### src/rtl/doodle_pkg.sv
// Shared types and constants for the doodle motion controller.
// Holds the motion state encoding, key codes and screen geometry.
package doodle_pkg;

    typedef enum logic [1:0] {
        IDLE = 2'd0,
        RISE = 2'd1,
        FALL = 2'd2,
        DEAD = 2'd3
    } motion_state_t;

    localparam logic [7:0] KEY_RIGHT_A = 8'd7;
    localparam logic [7:0] KEY_RIGHT_B = 8'd79;
    localparam logic [7:0] KEY_LEFT_A  = 8'd4;
    localparam logic [7:0] KEY_LEFT_B  = 8'd80;

    localparam int SCREEN_W = 640;
    localparam int SCREEN_H = 480;

    localparam logic [9:0] SPAWN_X = 10'd320;
    localparam logic [9:0] SPAWN_Y = 10'd240;

    function automatic logic key_right(input logic [7:0] k);
        return (k == KEY_RIGHT_A) || (k == KEY_RIGHT_B);
    endfunction

    function automatic logic key_left(input logic [7:0] k);
        return (k == KEY_LEFT_A) || (k == KEY_LEFT_B);
    endfunction

endpackage

### src/rtl/grav_ticker.sv
// Frame counter modulo DIV; tick marks the frame on which gravity
// adds one to the vertical velocity. clr restarts the count.
module grav_ticker #(
    parameter int DIV = 4
) (
    input  logic frame_clk,
    input  logic Reset,
    input  logic en,
    input  logic clr,
    output logic tick
);

    localparam int W = (DIV > 1) ? $clog2(DIV) : 1;
    localparam logic [W-1:0] LAST = W'(DIV - 1);

    logic [W-1:0] cnt_q;
    logic [W-1:0] cnt_d;

    assign tick = en && !clr && (cnt_q == LAST);

    // Next count: clear wins, otherwise wrap at LAST while enabled
    always_comb begin
        cnt_d = cnt_q;
        if (clr) begin
            cnt_d = '0;
        end else if (en) begin
            cnt_d = (cnt_q == LAST) ? '0 : cnt_q + 1'b1;
        end
    end

    // Count register
    always_ff @(posedge frame_clk or posedge Reset) begin
        if (Reset) begin
            cnt_q <= '0;
        end else begin
            cnt_q <= cnt_d;
        end
    end

endmodule

### src/rtl/doodle_motion_ctrl.sv
// Per-frame motion sequencer for the doodle: jump state machine,
// gravity, steering with wrap, landing, scroll requests and death.
module doodle_motion_ctrl
    import doodle_pkg::*;
#(
    parameter int SCREEN_Y_MAX = 479,
    parameter int DOODLE_SIZE  = 12,
    parameter int JUMP_VEL     = 10,
    parameter int GRAV_DIV     = 4,
    parameter int MAX_FALL     = 8,
    parameter int SCROLL_LINE  = 160,
    parameter int X_MIN        = 25,
    parameter int X_MAX        = 614,
    parameter int X_STEP       = 2
) (
    input  logic        frame_clk,
    input  logic        Reset,
    input  logic        start,
    input  logic [7:0]  keycode,
    input  logic        plat_hit,
    input  logic [9:0]  plat_top,
    output logic [9:0]  doodle_x,
    output logic [9:0]  doodle_y,
    output logic [9:0]  y_vel,
    output logic        scroll_en,
    output logic [3:0]  scroll_amt,
    output logic        loadplat,
    output logic        game_over,
    output logic [1:0]  state
);

    localparam logic signed [10:0] SCROLL_S = 11'(SCROLL_LINE);
    localparam logic signed [10:0] DEATH_S  = 11'(SCREEN_Y_MAX - DOODLE_SIZE);
    localparam logic signed [10:0] XMIN_S   = 11'(X_MIN);
    localparam logic signed [10:0] XMAX_S   = 11'(X_MAX);
    localparam logic signed [10:0] STEP_S   = 11'(X_STEP);
    localparam logic signed [9:0]  VEL_JUMP = 10'(-JUMP_VEL);
    localparam logic signed [9:0]  VEL_MAX  = 10'(MAX_FALL);
    localparam logic [9:0]         HALF_H   = 10'(DOODLE_SIZE);
    localparam logic [9:0]         SCROLL_Y = 10'(SCROLL_LINE);
    localparam logic [9:0]         DEAD_Y   = 10'(SCREEN_Y_MAX - DOODLE_SIZE);
    localparam logic [9:0]         XMIN_Q   = 10'(X_MIN);
    localparam logic [9:0]         XMAX_Q   = 10'(X_MAX);

    motion_state_t      state_q;
    motion_state_t      state_d;
    logic [9:0]         x_q;
    logic [9:0]         x_d;
    logic [9:0]         y_q;
    logic [9:0]         y_d;
    logic signed [9:0]  vel_q;
    logic signed [9:0]  vel_d;
    logic               scroll_en_q;
    logic               scroll_en_d;
    logic [3:0]         scroll_amt_q;
    logic [3:0]         scroll_amt_d;
    logic               loadplat_q;
    logic               loadplat_d;
    logic               game_over_q;
    logic               game_over_d;

    logic signed [10:0] ny;
    logic signed [10:0] nx;
    logic signed [10:0] dx;
    logic [9:0]         wx;
    logic signed [9:0]  vel_inc;
    logic               launch;
    logic               tk_en;
    logic               tk_clr;
    logic               tick;

    grav_ticker #(
        .DIV (GRAV_DIV)
    ) u_grav (
        .frame_clk (frame_clk),
        .Reset     (Reset),
        .en        (tk_en),
        .clr       (tk_clr),
        .tick      (tick)
    );

    // Candidate vertical/horizontal positions before state overrides
    always_comb begin
        ny      = $signed({1'b0, y_q}) + $signed({vel_q[9], vel_q});
        vel_inc = vel_q + 10'sd1;
        dx      = '0;
        unique case (1'b1)
            key_right(keycode): dx = STEP_S;
            key_left(keycode):  dx = -STEP_S;
            default:            dx = '0;
        endcase
        nx = $signed({1'b0, x_q}) + dx;
        if (nx > XMAX_S) begin
            wx = XMIN_Q;
        end else if (nx < XMIN_S) begin
            wx = XMAX_Q;
        end else begin
            wx = nx[9:0];
        end
    end

    // Jump state machine and next-frame motion registers
    always_comb begin
        state_d      = state_q;
        x_d          = x_q;
        y_d          = y_q;
        vel_d        = vel_q;
        scroll_en_d  = 1'b0;
        scroll_amt_d = '0;
        loadplat_d   = 1'b0;
        launch       = 1'b0;
        tk_en        = 1'b0;
        tk_clr       = 1'b0;
        unique case (state_q)
            IDLE: begin
                x_d    = SPAWN_X;
                y_d    = SPAWN_Y;
                launch = start;
            end
            RISE: begin
                tk_en = 1'b1;
                x_d   = wx;
                if (ny < SCROLL_S) begin
                    y_d          = SCROLL_Y;
                    scroll_en_d  = 1'b1;
                    scroll_amt_d = 4'(SCROLL_S - ny);
                end else begin
                    y_d = ny[9:0];
                end
                if (tick) begin
                    vel_d = vel_inc;
                    if (vel_inc == 10'sd0) begin
                        state_d = FALL;
                    end
                end
            end
            FALL: begin
                tk_en = 1'b1;
                x_d   = wx;
                if (plat_hit) begin
                    y_d     = plat_top - HALF_H;
                    vel_d   = VEL_JUMP;
                    tk_clr  = 1'b1;
                    state_d = RISE;
                end else if (ny >= DEATH_S) begin
                    y_d     = DEAD_Y;
                    vel_d   = '0;
                    state_d = DEAD;
                end else begin
                    y_d = ny[9:0];
                    if (tick) begin
                        vel_d = (vel_q >= VEL_MAX) ? VEL_MAX : vel_inc;
                    end
                end
            end
            DEAD: begin
                vel_d  = '0;
                launch = start;
            end
        endcase
        if (launch) begin
            x_d        = SPAWN_X;
            y_d        = SPAWN_Y;
            vel_d      = VEL_JUMP;
            tk_clr     = 1'b1;
            loadplat_d = 1'b1;
            state_d    = RISE;
        end
        game_over_d = (state_d == DEAD);
    end

    // Frame register bank; Reset returns to the spawn point in IDLE
    always_ff @(posedge frame_clk or posedge Reset) begin
        if (Reset) begin
            state_q      <= IDLE;
            x_q          <= SPAWN_X;
            y_q          <= SPAWN_Y;
            vel_q        <= '0;
            scroll_en_q  <= 1'b0;
            scroll_amt_q <= '0;
            loadplat_q   <= 1'b0;
            game_over_q  <= 1'b0;
        end else begin
            state_q      <= state_d;
            x_q          <= x_d;
            y_q          <= y_d;
            vel_q        <= vel_d;
            scroll_en_q  <= scroll_en_d;
            scroll_amt_q <= scroll_amt_d;
            loadplat_q   <= loadplat_d;
            game_over_q  <= game_over_d;
        end
    end

    assign doodle_x   = x_q;
    assign doodle_y   = y_q;
    assign y_vel      = vel_q;
    assign scroll_en  = scroll_en_q;
    assign scroll_amt = scroll_amt_q;
    assign loadplat   = loadplat_q;
    assign game_over  = game_over_q;
    assign state      = state_q;

endmodule

### config.mk
export PLATFORM = sky130hd
export DESIGN_NAME = doodle_motion_ctrl
export DESIGN_NICKNAME = d
export VERILOG_FILES = /design/src/rtl/doodle_pkg.sv /design/src/rtl/grav_ticker.sv /design/src/rtl/doodle_motion_ctrl.sv
export SDC_FILE = /design/constraint.sdc
export NUM_CORES = 1
export LEC_CHECK = 0
export CAP_MARGIN = 20
export CORE_MARGIN = 2
export CORE_UTILIZATION = 55
export CTS_CLUSTER_SIZE = 10
export DETAILED_ROUTE_END_ITERATION = 10
export PLACE_DENSITY = 0.84
export SYNTH_ARGS = -nofsm -noshare
export SYNTH_HDL_FRONTEND = slang
export SYNTH_SLANG_ARGS = --single-unit
### constraint.sdc
create_clock -name frame_clk -period 4.7 [get_ports frame_clk]
set_clock_uncertainty 0.1 [all_clocks]
set_input_delay 0.94 -clock frame_clk [delete_from_list [all_inputs] [get_ports frame_clk]]
set_output_delay 0.94 -clock frame_clk [all_outputs]
set_load 0.03 [all_outputs]
==> impl_metrics.toml <==
[run_status]
status = "completed"

[global_routing]
antenna_found_initial = 0
grt_pass1_vias = 3502
grt_first_pass_wirelength_um = 16910
grt_usage_pct = 28.19
grt-ovfl-total = 0
grt_max_degree = 42

[timing]
rsz0062_at_grt = "no"
maxSlewViolCount = 0
tightest_slew_ns = 0.8843
finalSetupViolations = 0
fin_crit_sh_pct = 95.81
max_freq_mhz = 222.1
max_slew_margin_pct = 41.04
fin_crit_ns = 4.503
hold_viol = 0

[final_layout]
multi_input_area_mm2 = 0.002552
nets = 560
drive_above_1_share_pct = 10.63
syn2layout_area_growth_pct = 22.70
regArea_mm2 = 0.001033
stdcell_area_mm2 = 0.004564
diodes = 0
nFillCells = 516

[cts]
clock_latency_ns = 0.30
cts.path.max_buffers = 2
cts_sinks = 41
path_clk_slew_ns = 0.08
numCtsBuffers = 5
cts_root_buffer = "clkbuf_8"
htreeDepth = 2
cts_tree = "done"

[critical_path]
crit_slowest_cell = "or4b_1"
end_kind = "flip-flop"
startpoint = "keycode[6]"
crit_fanout = 4
rr_startpoint = "y_vel[0]"
critical_path_class = "primary input to flip-flop"
worst-path-buf-inv = 2
worstPathArrival_ns = 4.59
slowest_delay_ns = 0.55
critical_path_required_ns = 4.79
crit_family = "compound AO/OA/AOI/OAI gates"
crit_chain = "clkdlybuf4s50_1 -> nor2_1 -> nand2_1 -> o21ai_0 -> nand3_1 -> o41ai_1 -> ha_1 -> fa_2 -> a21oi_2 -> o21ai_2 -> buf_4 -> a211o_1 -> a21oi_1 -> a311oi_1 -> or4b_1 -> and3_2 -> a221o_1"
cp-start-kind = "primary input"

[job]
max-cap-violations = 0

[logic_synthesis]
synth_top_area_share_pct = 23.55
syn_nets = 495
ys_async_sr_fraction_pct = 100.0
synthFlopType = "dfrtp_1"
syn_inst = 442
ys_types = 75
ys_ff_latch = 41
syn_area_mm2 = 0.003720
synth_top_cell_by_area = "dfrtp_1"
synth_edf_count = 0
synthTopCellsByArea = "dfrtp_1, ha_1, dfstp_2"
yosys_warnings = 0
ys_seq_area_share_pct = 27.78
synth_area_per_cell_um2 = 8.416

[route]
dr_total_vias = 3776
first_pass_iters = 5
wl_um = 10530
drt_iter0_drc = 357
drc_errors = 0
via_per_inst = 6.455
antenna_left = 0
wl_per_cell_um = 18.00

[pwr]
p_per_area_mw_per_mm2 = 731.1
ir_drop_mv = 0.5340
total_power_w = 0.003337
p_leak_nw = 2.034

[min_path]
hold_start = "doodle_x[6]"
hold_path_class = "flip-flop to flip-flop"

[die]
dieHeight_um = 86.24
die_area_mm2 = 0.007437
core_area_mm2 = 0.006459
rows = 29
ios = 61
die_x_um = 86.24
initial_core_util_pct = 57.59

[place]
port_buffers = 60
dp_hpwl_um = 7975
placed_area_mm2 = 0.004467
globalplace.congestion = 0.9115
## registers in the layout, indices dropped and copies added (netlist names), 2 cells and up
signal and flops:
scroll_amt 4, doodle_x 10, state 2, y_vel 10, doodle_y 10, u_grav.cnt_q 2
## per-stage QoR
step	setup slack (ns)	hold WS (ns)	util (%)	TNS (ns)	instances
after detailed placement	-0.1695	0.4210	69.16	-0.4836	577
final	0.1972	0.4361	70.67	0	585
after CTS	0.1629	0.4336	70.50	0	585
after floorplan	0.5099	0.4632	-	0	442
after global routing	0.008370	0.4618	70.67	0	585
after global placement	0.03256	0.4230	69.16	0	577
## cell families after synthesis
kind of cell	count (synthesis)	share of synthesized area, %
xor gates and xnor gates	26	6.122
muxes	1	0.2691
buffers and inverters	36	3.902
AOI/OAI and AO/OA	151	29.47
and+or+nand+nor	156	21.63
DFF	41	27.78
adders and majority gates	31	10.83
## final timing paths
check,endpoint,slack [ns],cells after the start
setup / recovery,doodle_x[3],0.20,17
hold reg to reg,doodle_x[6],0.44,2
hold / removal,doodle_x[6],0.44,2
min in group asynchronous,u_grav.cnt_q[0],0.96,3
max in group asynchronous,doodle_y[7],3.15,3
setup reg to reg,y_vel[7],0.77,11
## worst register-to-register path: stages, from the launching register on
cell	delay [ns]
dfrtp_1	0.48
ha_1	0.26
inv_1	0.07
fa_1	0.39
nand2b_1	0.18
a21o_1	0.21
a21o_1	0.19
or2_1	0.26
o41a_2	0.53
a21oi_1	0.70
o21ai_0	0.23
a22o_1	0.22
## synthesized netlist by cell type, types with 3 or more instances
library cell,instances
a32o_1,5
and3_1,7
dfstp_2,6
a32oi_1,3
o211ai_1,5
a21o_1,11
o21ai_0,19
o21ai_1,4
nand2_1,35
nor2b_1,8
a31o_2,4
inv_1,16
nand4_1,5
ha_1,29
nand2b_1,5
xor2_1,13
nand3_1,10
or3_1,4
o31ai_1,5
a22o_1,7
nor3_1,16
or4_1,4
a31oi_1,4
buf_2,5
nand4b_1,3
a211o_1,3
a22oi_1,6
o41ai_1,3
o22a_1,3
a21boi_0,3
and4_1,4
o21a_1,3
a21oi_1,29
o211a_1,3
clkbuf_1,13
xnor2_1,13
nor2_1,35
or2_2,3
and2_1,7
o21bai_1,3
dfrtp_1,35
## timing repair
| item | 4_1_cts | 5_1_grt |
|---|---|---|
| hold buffers | 0 | 0 |
| resized for setup | 0 | 6 |
| setup endpoints to repair | 0 | 3 |
| setup buffers | 0 | 0 |
## final cells by class
class / count / share of cell area (%)
multi-input cells: 365 / 55.92
flip-flops and latches: 41 / 22.64
repair buffers: 78 / 16.12
well taps: 77 / 2.111
clock buffers: 5 / 1.508
inverters: 16 / 1.316
clock inverters: 3 / 0.3838
## power breakdown
group / total [W] / switching, W / internal (W)
combinational: 0.00246 / 0.00147 / 0.000988
clock: 0.000233 / 0.000130 / 0.000103
sequential: 0.000648 / 0.000156 / 0.000492
## metal layers
layer | track usage [%] | routed length [µm] | up-vias
li1 | - | - | 1794
met1 | 38.74 | 4731 | 1813
met2 | 46.30 | 4983 | 148
met3 | 4.095 | 616 | 21
met4 | 8.523 | 199 | 0
met5 | 0 | 0 | -
## placed cells by master (no fill, tap or decap), types with 4 or more instances in the layout
cell and count:
nand2_1 35, dfstp_2 6, clkbuf_8 5, a21oi_1 29, clkdlybuf4s50_1 60, nand2b_1 5
and3_1 6, inv_1 15, a21o_1 11, a31o_2 4, o31ai_1 5, ha_1 29
a22o_1 7, nand4_1 5, buf_4 18, a31oi_1 4, xor2_1 13, or4_1 4
dfrtp_1 35, nor2b_1 8, o21ai_0 19, nor3_1 16, and4_1 4, and2_1 7
or3_1 4, nor2_1 35, nand3_1 10, o211ai_1 5, a22oi_1 6, a32o_1 5
o21ai_1 4, xnor2_1 13
No activity file was read; power rests on OpenSTA's default activity.
